`src/rtl/divmod_seq.sv`:
```
// divmod_seq: multi-cycle restoring divider producing quotient and remainder.
// One quotient bit per cycle, fixed latency of WIDTH + 2 cycles from start.
//
// Parameters:
//   WIDTH      operand/result width in bits (>= 4)
//   SIGNED_EN  1 = honour signed_op, 0 = always unsigned
// Ports:
//   clk, reset   rising-edge clock, asynchronous active-high reset
//   start        request, only accepted while idle
//   signed_op    two's-complement operation, sampled with start
//   dividend     sampled with start
//   divisor      sampled with start
//   busy         operation in flight
//   done         one-cycle pulse when results update
//   quotient     registered result, held until the next done
//   remainder    registered result, held until the next done
//   div_by_zero  registered flag, updated with every done
module divmod_seq #(
    parameter int unsigned WIDTH     = 32,
    parameter bit          SIGNED_EN = 1'b1
) (
    input  logic             clk,
    input  logic             reset,
    input  logic             start,
    input  logic             signed_op,
    input  logic [WIDTH-1:0] dividend,
    input  logic [WIDTH-1:0] divisor,
    output logic             busy,
    output logic             done,
    output logic [WIDTH-1:0] quotient,
    output logic [WIDTH-1:0] remainder,
    output logic             div_by_zero
);

    localparam int unsigned CW = $clog2(WIDTH + 1);

    typedef enum logic [1:0] {
        IDLE = 2'd0,
        CALC = 2'd1,
        FIX  = 2'd2
    } state_t;

    state_t           state, state_nx;
    logic [WIDTH-1:0] prem, prem_nx;     // partial remainder (always < divisor magnitude)
    logic [WIDTH-1:0] dq, dq_nx;         // dividend shifts out, quotient bits shift in
    logic [WIDTH-1:0] dvs, dvs_nx;       // divisor magnitude
    logic [CW-1:0]    cnt, cnt_nx;
    logic             neg_q, neg_q_nx;
    logic             neg_r, neg_r_nx;
    logic             busy_nx, done_nx, dbz_nx;
    logic [WIDTH-1:0] quotient_nx, remainder_nx;

    logic             sa, sb;
    logic [WIDTH:0]   shifted, trial;

    // State and datapath registers
    always_ff @(posedge clk or posedge reset) begin
        if (reset) begin
            state       <= IDLE;
            prem        <= '0;
            dq          <= '0;
            dvs         <= '0;
            cnt         <= '0;
            neg_q       <= 1'b0;
            neg_r       <= 1'b0;
            busy        <= 1'b0;
            done        <= 1'b0;
            quotient    <= '0;
            remainder   <= '0;
            div_by_zero <= 1'b0;
        end else begin
            state       <= state_nx;
            prem        <= prem_nx;
            dq          <= dq_nx;
            dvs         <= dvs_nx;
            cnt         <= cnt_nx;
            neg_q       <= neg_q_nx;
            neg_r       <= neg_r_nx;
            busy        <= busy_nx;
            done        <= done_nx;
            quotient    <= quotient_nx;
            remainder   <= remainder_nx;
            div_by_zero <= dbz_nx;
        end
    end

    // Next-state and datapath logic
    always_comb begin
        state_nx     = state;
        prem_nx      = prem;
        dq_nx        = dq;
        dvs_nx       = dvs;
        cnt_nx       = cnt;
        neg_q_nx     = neg_q;
        neg_r_nx     = neg_r;
        busy_nx      = busy;
        done_nx      = 1'b0;
        quotient_nx  = quotient;
        remainder_nx = remainder;
        dbz_nx       = div_by_zero;

        sa      = SIGNED_EN && signed_op && dividend[WIDTH-1];
        sb      = SIGNED_EN && signed_op && divisor[WIDTH-1];
        // One restoring step: bring in the next dividend bit, try to subtract
        shifted = {prem, dq[WIDTH-1]};
        trial   = shifted - {1'b0, dvs};

        case (state)
            IDLE: begin
                if (start) begin
                    if (divisor == '0) begin
                        quotient_nx  = {WIDTH{1'b1}};
                        remainder_nx = dividend;
                        dbz_nx       = 1'b1;
                        done_nx      = 1'b1;
                    end else begin
                        neg_q_nx = sa ^ sb;
                        neg_r_nx = sa;
                        // most-negative operand negates to itself, which is its
                        // correct unsigned magnitude
                        dq_nx    = sa ? -dividend : dividend;
                        dvs_nx   = sb ? -divisor : divisor;
                        prem_nx  = '0;
                        cnt_nx   = CW'(WIDTH);
                        busy_nx  = 1'b1;
                        state_nx = CALC;
                    end
                end
            end
            CALC: begin
                if (!trial[WIDTH]) begin
                    prem_nx = trial[WIDTH-1:0];
                    dq_nx   = {dq[WIDTH-2:0], 1'b1};
                end else begin
                    prem_nx = shifted[WIDTH-1:0];
                    dq_nx   = {dq[WIDTH-2:0], 1'b0};
                end
                cnt_nx = cnt - CW'(1);
                if (cnt == CW'(1)) begin
                    state_nx = FIX;
                end
            end
            FIX: begin
                quotient_nx  = neg_q ? -dq : dq;
                remainder_nx = neg_r ? -prem : prem;
                dbz_nx       = 1'b0;
                done_nx      = 1'b1;
                busy_nx      = 1'b0;
                state_nx     = IDLE;
            end
            default: begin
                state_nx = IDLE;
            end
        endcase
    end

endmodule

```
`config.mk`:
```
export PLATFORM = sky130hd
export DESIGN_NAME = divmod_seq
export DESIGN_NICKNAME = d
export VERILOG_FILES = /design/src/rtl/divmod_seq.sv
export SDC_FILE = /design/constraint.sdc
export NUM_CORES = 1
export LEC_CHECK = 0
export ABC_AREA = 1
export CAP_MARGIN = 40
export CORE_ASPECT_RATIO = 1.25
export CORE_MARGIN = 2
export CORE_UTILIZATION = 50
export DETAILED_ROUTE_END_ITERATION = 10
export DONT_BUFFER_PORTS = 1
export PLACE_DENSITY = 0.68
export SLEW_MARGIN = 15
export SYNTH_ARGS = -nofsm -noshare
export SYNTH_HDL_FRONTEND = slang
export SYNTH_SLANG_ARGS = --single-unit
export TNS_END_PERCENT = 50
```
`constraint.sdc`:
```
create_clock -name clk -period 4.8 [get_ports clk]
set_input_delay 0.24 -clock clk [delete_from_list [all_inputs] [get_ports clk]]
set_output_delay 0.24 -clock clk [all_outputs]
set_load 0.02 [all_outputs]
```
**Yosys cells after proc, flatten, opt, wreduce, memory -nomap -nowiden**

Index checks and enable logic that the tools add are counted.
W data, S select, Z words.

- Register bits after elaboration: 173
- Latch bits: 0
- RAM bits: 0
- Memory bits (read-only): 0
- Output and inout bits: 67
- Word-level logic and storage cells: 72
- Memories: 0

- Add/sub/neg operators: 6
- Multipliers: 0
- Divide/modulo/power cells: 0
- $lt $le $gt $ge: 0
- Equality and inequality tests: 7
- Shifts and indexed selects: 0
- Mux-type cells: 34
- Bitwise gates (word level): 2
- Reductions and logical operators: 11

Operators by type and width:

| operator | number |
|---|---|
| $mux W32 | 13 |
| $pmux W32 S2 | 4 |
| $neg A32 Y32 | 4 |
| $sub A33 B32 Y33 | 1 |
| $logic_not A32 Y1 | 1 |
| $reduce_and A3 Y1 | 5 |
| $mux W6 | 2 |
| $pmux W6 S2 | 1 |
| $ne A2 B2 Y1 const B | 4 |
| $mux W1 | 7 |
| $eq A6 B1 Y1 const B | 1 |
| $mux W2 | 3 |
| $pmux W1 S2 | 3 |
| $sub A6 B1 Y6 const B | 1 |
| $pmux W2 S2 | 1 |
| $reduce_bool A2 Y1 | 2 |
| $eq A2 B1 Y1 const B | 1 |
| $eq A2 B2 Y1 const B | 1 |
| $logic_and A1 B1 Y1 | 2 |
| $logic_not A2 Y1 | 1 |
| $not A1 Y1 | 1 |
| $xor A1 B1 Y1 | 1 |

**Longest topological paths before layout**

Gate-level depths: netlist of run 1.

- Word-level depth: 5
- Mapped depth: 18
- Gate-level depth less buffers: 17

**Least setup slack after synthesis of run 1**

Ideal clock, no wire load.

- Path kind: flip-flop to flip-flop
- Start: register dq[31]
- End: register prem[6]
- Arrival time: 2.123 ns
- Path slack: 2.559 ns
- Cell stages (with the launch flop): 19
- Period minus slack after synthesis: 2.241 ns
- Cell sequence: dfrtp_1 > inv_1 > ha_1 > fa_1 > inv_1 > nand2_1 > nand2_1 > nand3_1 > nand2_2 > nand2_2 > nand2_2 > nand2_4 > nand2_4 > nand2_4 > nand2_4 > buf_6 > nand2_1 > nand3_1 > nand2_1

- Word-level cells in the longest chain between the ends: 3

Ends and longest elaborated chain:

| element | RTL line | RTL |
|---|---|---|
| from (decl) | 45 | `logic [WIDTH-1:0] dq, dq_nx;` |
| from (signal assigned) | 74 | `dq <= dq_nx;` |
| $sub A33 B32 Y33 | 106 | `trial = shifted - {1'b0, dvs};` |
| $mux W32 | 131 | `if (!trial[WIDTH]) begin` |
| $pmux W32 S2 | 108 | `case (state)` |
| to (signal assigned) | 73 | `prem <= prem_nx;` |
| to (decl) | 44 | `logic [WIDTH-1:0] prem, prem_nx;` |

Every way passes these cells.
A chain may end at the register's enable or synchronous reset.

**Worst setup path in the final report of run 1**

Same ends and word-level chain as after synthesis.

==> results.yml, run 1 <==
place:
  portBuffers: 0
  dpl_worst_slack_ps: 1980
  gp_congestion: 0.9851
  dp_hpwl_um: 33730
clock_tree:
  clk_pin_slew_worst_paths_ps: 70
  hold_buffers: 11
  clock_sinks: 173
  ctsHtreeMaxLevel: 4
  clk_latency_ps: 440
  cts_buffer_depth: 2
  cts_root_buffer: "clkbuf_16"
  cts_setup_buffers: 0
  cts_made_buffers: 17
  post_cts_resize_count: 0
  cts_tree: "done"
pwr:
  p_int_mw: 5.485
  netSwitchingPower_mw: 6.493
  swShare: 0.5421
  seq_power_share: 0.265
  p_per_area_nw_per_um2: 805.6
  p_clk_frac: 0.132
  p_leak_nw: 7.634
  combinationalPowerShare: 0.604
  max-vdd-ir-drop_v: 0.0003453
yosys:
  synth_edf_count: 0
  synth_cells: 2224
  synth_top_family_by_area: "simple AND/OR/NAND/NOR gates"
  synth-compound-area-share: 0.09648
  synth_seq_cells: 173
  async_flop_share: 1.000
  yosysWarnings: 0
  synthAdderAreaFrac: 0.03571
  avgSynthCellArea_um2: 6.239
  ys_seq_area_frac: 0.3120
  synth_cell_types: 46
  synthSimpleGateAreaFrac: 0.4134
  synth.net_count: 2331
  synth_mux_area_frac: 0
  netlist_area_um2: 13880
  synthXorXnorAreaFrac: 0.03093
  synthFlopType: "dfrtp_1"
route:
  drc: 0
  drtPass1Iterations: 6
  viasPerCell: 5.414
  via_count: 13865
  routed_wl_um: 43300
  avgRoutedWirePerCell_um: 16.91
  drt_iter0_markers: 882
  antenna_left: 0
global_routing:
  grt_pass1_wl_um: 68240
  grt-ovfl-total: 0
  grt_pass1_vias: 13068
  grt_max_degree: 174
  antenna_found_initial: 0
  grt_use_total: 0.2961
timing:
  hold_violations: 0
  finalMaxSlewViolations: 0
  worst_slack_ps: 1938
  max_freq_mhz: 349.4
  finalSetupViolCount: 0
  maxSlewHeadroom: 0.2560
  post-route-period-util: 0.5963
  worst_pin_slew_ps: 1116
  finClkSkew_ps: 7.388
  rsz0062_at_grt: "no"
  post-route-min-period_ps: 2862
  fin_setup_tns_ps: 0
worst_setup_path:
  crit_type: "flop to flop"
  start_kind: "flop"
  worstPathMaxFanout: 18
  critPathCaptureType: "flop"
  worstPathArrival_ps: 3190
  worstPathRequired_ps: 5120
final_layout:
  regArea_um2: 4329
  n_antenna_cell: 0
  fillCellCount: 2810
  layout.nets: 2306
  syn_to_final_growth_pct: 7.160
  multiInputGateArea_um2: 8008
  drive_gt1_frac: 0.04568
run:
  drv_cap: 0
floorplanning:
  fp.dieW_um: 153
  core_area_um2: 27480
  dieArea_um2: 29110
  rows: 68
  io_pins: 135
  die_y_um: 190.3
  start_util: 0.5049
outcome:
  outcome: "complete, no violations"
hold_path:
  min_path_type: "input port to flop"
==> cells by family (layout without fill, tap and decap cells) <==
family,Yosys count,after routing
XOR/XNOR,49,49
AND/OR/NAND/NOR,1339,1339
buffers and inverters,383,370
adder cells (fa/ha/maj),39,39
AO/OA/AOI/OAI,241,241
flip-flops,173,173
==> sequential cells by signal (all words and copies together) (netlist names) <==
name and flops:
neg_r 1, quotient 32, dq 32, cnt 6
state 2, dvs 32, done 1, busy 1
neg_q 1, prem 32, remainder 32, div_by_zero 1
==> placed cells by master (no fill, tap or decap), drive strengths merged, types with 2 or more instances in the layout <==
cell | Yosys | layout
o31ai | 3 | 3
ha | 38 | 38
or2 | 15 | 15
clkinvlp | 0 | 3
nand3b | 15 | 15
o21bai | 8 | 8
a31oi | 3 | 3
dlygate4sd3 | 0 | 11
o21a | 6 | 6
clkinv | 1 | 2
xor2 | 38 | 38
nand2 | 751 | 751
dfrtp | 173 | 173
nor2 | 231 | 231
nor3 | 27 | 27
xnor2 | 11 | 11
nor3b | 2 | 2
clkbuf | 27 | 19
bufinv | 0 | 5
nand4 | 24 | 24
and2 | 5 | 5
o21ai | 130 | 130
nand3 | 266 | 266
buf | 40 | 12
a21oi | 63 | 63
o211ai | 19 | 19
inv | 315 | 318
nor4 | 3 | 3
a21o | 2 | 2
o22ai | 4 | 4
==> per-layer routing <==
| layer | track usage | part of all wire |
|---|---|---|
| met1 | 0.3441 | 0.40 |
| met2 | 0.5329 | 0.50 |
| met3 | 0.03795 | 0.043 |
| met4 | 0.1553 | 0.054 |
| met5 | 0 | 0 |
==> Yosys cell counts (3+ instances only) <==
library cell / instances / share of area
a21oi_1: 60 / 0.022
a31oi_1: 3 / 0.0014
and2_1: 4 / 0.0018
buf_1: 6 / 0.0016
buf_2: 17 / 0.0061
buf_4: 11 / 0.0060
buf_6: 6 / 0.0049
clkbuf_1: 27 / 0.0073
dfrtp_1: 173 / 0.31
ha_1: 38 / 0.034
inv_1: 308 / 0.083
inv_2: 7 / 0.0019
nand2_1: 733 / 0.20
nand2_2: 12 / 0.0054
nand2_4: 6 / 0.0049
nand3_1: 263 / 0.095
nand3_4: 3 / 0.0038
nand3b_1: 15 / 0.0081
nand4_1: 23 / 0.010
nor2_1: 228 / 0.062
nor2_2: 3 / 0.0014
nor3_1: 24 / 0.0087
nor3_2: 3 / 0.0022
nor4_1: 3 / 0.0014
o211ai_1: 19 / 0.010
o21a_1: 6 / 0.0032
o21ai_0: 125 / 0.045
o21ai_1: 5 / 0.0018
o21bai_1: 8 / 0.0043
o22ai_1: 4 / 0.0018
o31ai_1: 3 / 0.0016
or2_2: 13 / 0.0059
xnor2_1: 11 / 0.0069
xor2_1: 38 / 0.024
==> per-stage QoR <==
step / cell area, um^2 / instances / util / total power [mW] / hold WS [ps]
after CTS: 14850 / 2560 / 0.5403 / 11.93 / 3.361
after global routing: 14870 / 2561 / 0.5411 / 13.10 / 21.79
final: 14870 / 2561 / 0.5411 / 11.98 / 15.33
after global placement: 14040 / 2515 / 0.5108 / 10.15 / 375.7
after floorplan: 13880 / 2224 / - / 8.536 / 372.7
after detailed placement: 14080 / 2518 / 0.5123 / 10.31 / 381.8
==> path summary, 6_finish.rpt <==
kind,endpoint,depth (start not counted),slack [ps],start
setup reg to reg,prem[6]$_DFFE_PP0P_,17,1940,dq[31]$_DFFE_PP0P_
hold reg to reg,dvs[17]$_DFFE_PP0P_,2,490,dvs[17]$_DFFE_PP0P_
min in group asynchronous,quotient[2]$_DFFE_PP0P_,3,410,reset
max in group asynchronous,dq[11]$_DFFE_PP0P_,3,3430,reset
hold / removal,dq[16]$_DFFE_PP0P_,3,20,dividend[16]
setup / recovery,prem[6]$_DFFE_PP0P_,17,1940,dq[31]$_DFFE_PP0P_
==> critical path: stages (launching register included) <==
cell	delay (ps)
dfrtp_1	460
inv_1	180
ha_1	280
fa_1	410
inv_1	110
nand2_1	60
nand2_1	70
nand3_1	90
nand2_2	130
nand2_2	70
nand2_2	90
nand2_4	80
nand2_4	100
nand2_4	150
nand2_4	220
nand2_1	110
nand3_1	80
nand2_1	50
==> final cells by class <==
cell class                 instances  area share
multi-input combinational       1668      0.5385
sequential                       173      0.2911
inverter                         316     0.08011
clock buffer                      19     0.03046
tap                              350     0.02945
timing repair buffer              23     0.01632
clock inverter                    12     0.01397
==> power groups by stage <==
| stage | logic [mW] | clock network [mW] | registers [mW] |
|---|---|---|---|
| final | 7.23 | 1.58 | 3.17 |
| after global routing | 8.19 | 1.65 | 3.26 |
| after CTS | 7.18 | 1.60 | 3.15 |
| after detailed placement | 7.14 | 0 | 3.17 |
| after global placement | 7.00 | 0 | 3.16 |
| after floorplan | 5.62 | 0 | 2.92 |
No activity file was read; power rests on OpenSTA's default activity.
==> inputs of run 2 (changes only) <==
==> constraint.sdc (replaced) <==
create_clock -name clk -period 2.6 [get_ports clk]
set_input_delay 0.13 -clock clk [delete_from_list [all_inputs] [get_ports clk]]
set_output_delay 0.13 -clock clk [all_outputs]
set_load 0.02 [all_outputs]
==> run 2 against run 1 <==
Against the previous run: first-iteration DRC count up 5.2%; final area is 5.4% higher; core utilization rose by 2.9 points; count of clock-buffer cells in the layout did not move; sequential share of layout area fell by 1.5 points; critical endpoint is now prem[17]$_DFFE_PP0P_; largest cell class unchanged; largest power group unchanged.
==> results.yml, run 2 (same netlist as run 1, synthesis figures left out) <==
final_layout:
  drive_gt1_frac: 0.06315
  stdcell_area_um2: 15670
  final_common_cell: "nand2_1"
  layout.nets: 2393
  n_antenna_cell: 0
  layout_common_cells: "nand2_1, inv_1, nand3_1"
  syn_to_final_growth_pct: 12.95
hold_path:
  min_path_type: "input port to flop"
route:
  viasPerCell: 5.484
  drtPass1Iterations: 6
  routed_wl_um: 45760
  antenna_left: 0
  drt_iter0_markers: 928
  via_count: 14510
  avgRoutedWirePerCell_um: 17.30
  drc: 0
clock_tree:
  clock_sinks: 173
  clk_latency_ps: 440
  clk_pin_slew_worst_paths_ps: 70
  cts_made_buffers: 17
  cts_buffer_depth: 2
  cts_tree: "done"
  cts_root_buffer: "clkbuf_16"
  ctsHtreeMaxLevel: 4
pwr:
  p_per_area_nw_per_um2: 1459
  max-vdd-ir-drop_v: 0.0007096
  swShare: 0.5374
  combinationalPowerShare: 0.627
  seq_power_share: 0.251
  p_int_mw: 10.57
  netSwitchingPower_mw: 12.28
  p_clk_frac: 0.123
  p_leak_nw: 8.018
worst_setup_path:
  critPathCaptureType: "flop"
  start_kind: "flop"
  worstPathArrival_ps: 2720
  crit_type: "flop to flop"
  worstPathRequired_ps: 2920
  worstPathMaxFanout: 18
global_routing:
  antenna_found_initial: 0
  grt_pass1_wl_um: 71920
  grt_max_degree: 65
  grt_pass1_vias: 13768
  grt_use_total: 0.3125
  grt-ovfl-total: 0
timing:
  rsz0062_at_grt: "no"
  timing.hold.ws_ps: 13.94
  post-route-period-util: 0.9207
  finalSetupViolCount: 0
  maxSlewHeadroom: 0.5390
  post-route-min-period_ps: 2394
  max_freq_mhz: 417.7
  hold_violations: 0
  worst_pin_slew_ps: 690.8
  fin_setup_tns_ps: 0
  finalMaxSlewViolations: 0
  finClkSkew_ps: 12.19
floorplanning:
  rows: 68
  start_util: 0.5049
  dieArea_um2: 29110
  die_y_um: 190.3
  core_area_um2: 27480
  fp.dieW_um: 153
  io_pins: 135
place:
  place_area_um2: 14390
  portBuffers: 0
  dp_hpwl_um: 35850
  gp_congestion: 1.012
outcome:
  outcome: "complete, no violations"
run:
  drv_cap: 0
## run 2: cell types whose count changed in the layout (fill, tap and decap cells not counted), moves of 2 or more
cell / change
buf_12: +2
buf_4: +40
clkinv_4: +2
nand2_4: -2
nand2_8: +3
inv_6: -2
dlygate4sd3_1: +45
inv_1: -2
## run 2: metal layers
metal / vias to the layer above / GRT usage / wire, um
li1: 7172 / - / -
met1: 6707 / 0.3713 / 18250
met2: 509 / 0.5497 / 22590
met3: 122 / 0.03182 / 2227
met4: 0 / 0.1827 / 2699
met5: - / 0 / 0
## run 2: what timing repair did
action / 4_1_cts / 5_1_grt
hold endpoints to repair: 88 / 0
setup endpoints to repair: 0 / 35
gates resized for setup: 0 / 12
hold buffers: 56 / 0
buffers inserted: 0 / 3
## run 2: metrics by stage
stage | setup slack [ps] | util | power [mW] | cells
finish | 206.2 | 0.5703 | 22.86 | 2646
global route | 16.96 | 0.5703 | 24.98 | 2646
CTS | 16.44 | 0.5671 | 22.50 | 2642
detailed placement | 32.21 | 0.5237 | 19.55 | 2557
global placement | 114.5 | 0.5237 | 19.32 | 2557
floorplan | 259.3 | - | 15.76 | 2224
## run 2: worst paths after layout
path	endpoint	slack [ps]	start	depth (start not counted)
max	prem[17]$_DFFE_PP0P_	210	dq[31]$_DFFE_PP0P_	17
min	dvs[18]$_DFFE_PP0P_	10	divisor[18]	4
max reg2reg	prem[17]$_DFFE_PP0P_	210	dq[31]$_DFFE_PP0P_	17
min reg2reg	dvs[8]$_DFFE_PP0P_	480	dvs[8]$_DFFE_PP0P_	2
max in group asynchronous	prem[25]$_DFFE_PP0P_	1590	reset	3
min in group asynchronous	quotient[1]$_DFFE_PP0P_	260	reset	2
## run 2: area by class of cell
class,instances,area [um^2]
fillers,2697,11810
multi-input cells,1669,8055
flip-flops and latches,173,4329
inverters,316,1194
repair buffers,109,1025
clock buffers,19,442.9
well taps,350,437.9
clock inverters,10,188.9
## run 2: worst max-delay path, cell delays in order (launching register included)
cell and delay, ps:
dfrtp_1 380, inv_2 80, ha_1 240, fa_2 370, inv_2 80, nand2_1 50, nand2_1 70, nand3_1 80
nand2_2 110, nand2_2 60, nand2_2 90, nand2_4 80, nand2_4 110, nand2_4 100, nand2_8 140, nand2_1 90
nand3_1 80, nand2_1 50
## run 2: power groups by stage
stage	logic [mW]	registers (mW)	clock network [mW]
2_1_floorplan	10.4	5.39	0
3_3_place_gp	13.6	5.70	0
3_5_place_dp	13.8	5.73	0
4_1_cts	14.0	5.70	2.83
5_1_grt	16.2	5.88	2.92
6_report	14.3	5.73	2.81
==> inputs of run 3 (changes only) <==
--- a/config.mk
+++ b/config.mk
@@ -5,14 +5,15 @@
 export SDC_FILE = /design/constraint.sdc
 export NUM_CORES = 1
 export LEC_CHECK = 0
-export ABC_AREA = 1
 export CAP_MARGIN = 40
+export CELL_PAD_IN_SITES_DETAIL_PLACEMENT = 1
+export CELL_PAD_IN_SITES_GLOBAL_PLACEMENT = 2
 export CORE_ASPECT_RATIO = 1.25
 export CORE_MARGIN = 2
-export CORE_UTILIZATION = 50
+export CORE_UTILIZATION = 35
 export DETAILED_ROUTE_END_ITERATION = 10
 export DONT_BUFFER_PORTS = 1
-export PLACE_DENSITY = 0.68
+export PLACE_DENSITY_LB_ADDON = 0.1
 export SLEW_MARGIN = 15
 export SYNTH_ARGS = -nofsm -noshare
 export SYNTH_HDL_FRONTEND = slang
==> run 3 against run 2 <==
Against the previous run: worst hold slack lost 28 ps; critical path depth shrank 7; the run now ends with negative hold slack, negative setup slack left; total power shrank 0.26%; register-to-register slack lost 690 ps; sequential power shrank 12%; wire length shrank 9.0%; clock power shrank 12%; clock skew shrank 5.6 ps.
==> results.yml, run 3 <==
clock_tree:
  cts_tree: "done"
  cts_root_buffer: "clkbuf_16"
  clk_pin_slew_worst_paths_ps: 70
  cts_made_buffers: 17
  clock_sinks: 173
  cts_buffer_depth: 2
  clk_latency_ps: 450
  ctsHtreeMaxLevel: 4
worst_setup_path:
  crit_type: "flop to flop"
  worstPathArrival_ps: 3420
  critPathCaptureType: "flop"
  worstPathRequired_ps: 2940
  start_kind: "flop"
  worstPathMaxFanout: 3
floorplanning:
  fp.dieW_um: 165.0
  dieArea_um2: 33880
  core_area_um2: 31880
  io_pins: 135
  start_util: 0.3559
  rows: 73
  die_y_um: 205.3
route:
  routed_wl_um: 41660
  via_count: 10845
  antenna_left: 0
  drtPass1Iterations: 4
  avgRoutedWirePerCell_um: 20.55
  viasPerCell: 5.350
  drt_iter0_markers: 421
  drc: 0
run:
  drv_cap: 0
yosys:
  avgSynthCellArea_um2: 8.485
  synth_seq_cells: 173
  synthFlopType: "dfrtp_1"
  synth_cell_types: 67
  yosys.area.top_type: "dfrtp_1"
  async_flop_share: 1.000
  synth.area.top_cells: "dfrtp_1, o21ai_0, xor2_1"
  yosys-top-cells-count: "dfrtp_1, nand2_1, o21ai_0"
  synth_cells: 1337
  netlist_area_um2: 11340
  synth.net_count: 1444
  post-synth-top-count-cell: "dfrtp_1"
  ys_seq_area_frac: 0.3816
  yosysWarnings: 0
  synth_edf_count: 0
  synth_top_area_frac: 0.3816
global_routing:
  grt-ovfl-total: 0
  grt_pass1_wl_um: 64640
  grt_use_total: 0.2496
  antenna_found_initial: 0
  grt_max_degree: 140
  grt_pass1_vias: 11626
timing:
  post-route-period-util: 1.187
  finClkSkew_ps: 6.554
  timing.hold.ws_ps: -13.85
  finalMaxSlewViolations: 0
  finalSetupViolCount: 52
  post-route-min-period_ps: 3087
  worst_pin_slew_ps: 899.3
  maxSlewHeadroom: 0.4005
  max_freq_mhz: 323.9
  worst_slack_ps: -487.1
  rsz0062_at_grt: "yes"
  hold_violations: 1
place:
  gp_congestion: 0.8493
  place_area_um2: 13470
  portBuffers: 0
  dp_hpwl_um: 30560
final_layout:
  n_antenna_cell: 0
  syn_to_final_growth_pct: 34.87
  layout_common_cells: "buf_4, dfrtp_1, nand2_1"
  stdcell_area_um2: 15300
  final_common_cell: "buf_4"
  fillCellCount: 3756
  layout.nets: 1709
  drive_gt1_frac: 0.2260
hold_path:
  min_path_type: "input port to flop"
pwr:
  p_per_area_nw_per_um2: 1490
  max-vdd-ir-drop_v: 0.0007913
  p_leak_nw: 6.564
  p_total_mw: 22.80
outcome:
  violations: "negative hold slack, negative setup slack"
  outcome: "finished, violations left"
run 3: path summary, 6_finish.rpt:
path | from | end | slack (ps) | cells after the start
setup / recovery | prem[9]$_DFFE_PP0P_ | remainder[29]$_DFFE_PP0P_ | -490 | 10
setup reg to reg | prem[9]$_DFFE_PP0P_ | remainder[29]$_DFFE_PP0P_ | -490 | 10
hold reg to reg | dvs[22]$_DFFE_PP0P_ | dvs[22]$_DFFE_PP0P_ | 480 | 2
max in group asynchronous | reset | prem[3]$_DFFE_PP0P_ | 1510 | 3
min in group asynchronous | reset | dq[7]$_DFFE_PP0P_ | 310 | 3
hold / removal | divisor[8] | dvs[8]$_DFFE_PP0P_ | -10 | 3
run 3: worst max-delay path, stage by stage (launching register included):
cell     delay, ps
dfrtp_2        430
buf_6          120
or4_4          410
or3_4          350
or4_4          450
or3_4          390
o31ai_4        200
and2_4         180
xor2_1         130
nor2_1          50
a221o_1        260
run 3: kinds of logic after synthesis:
group | Yosys count | share of synthesized area
compound gates | 381 | 0.2084
xor+xnor | 151 | 0.1166
fa+ha+maj | 39 | 0.04368
mux | 29 | 0.02581
simple gates | 440 | 0.1804
flops | 173 | 0.3816
buf+inv | 124 | 0.04345
run 3: timing repair:
action                                  4_1_cts  5_1_grt
hold buffers                                 66        0
hold endpoints to repair                    264        0
buffers inserted                              9       11
pin swaps                                    27       22
endpoints found under the setup margin       57       59
resized for setup                            73       44
gates cloned                                  1        2
run 3: layer usage:
metal  GRT usage  share of wire
met5           0              0
met4     0.08789          0.030
met3     0.03669          0.032
met2      0.4881           0.55
met1      0.2670           0.39
run 3: power breakdown:
part           internal (mW)  switching (mW)  total [mW]
logic                   7.63            7.64        15.3
registers               3.82            1.23        5.05
clock network           1.27            1.21        2.48
total                   12.7            10.1        22.8
run 3: layout make-up:
cell class,count,area [um^2],area share
well taps,412,515.5,0.03369
clock inverters,13,106.4,0.006951
inverters,54,206.4,0.01349
flip-flops and latches,173,4330,0.2830
clock buffers,19,442.9,0.02895
multi-input cells,1040,6897,0.4507
repair buffers,316,2803,0.1832
run 3: through the flow:
stage / setup TNS (ps) / instances / util / setup WS, ps
floorplan: -24070 / 1337 / - / -540.0
global placement: -37200 / 1906 / 0.4221 / -680.2
detailed placement: -43850 / 1907 / 0.4227 / -793.5
CTS: -19110 / 2015 / 0.4700 / -466.7
global route: -24730 / 2027 / 0.4800 / -614.1
finish: -17570 / 2027 / 0.4800 / -487.1
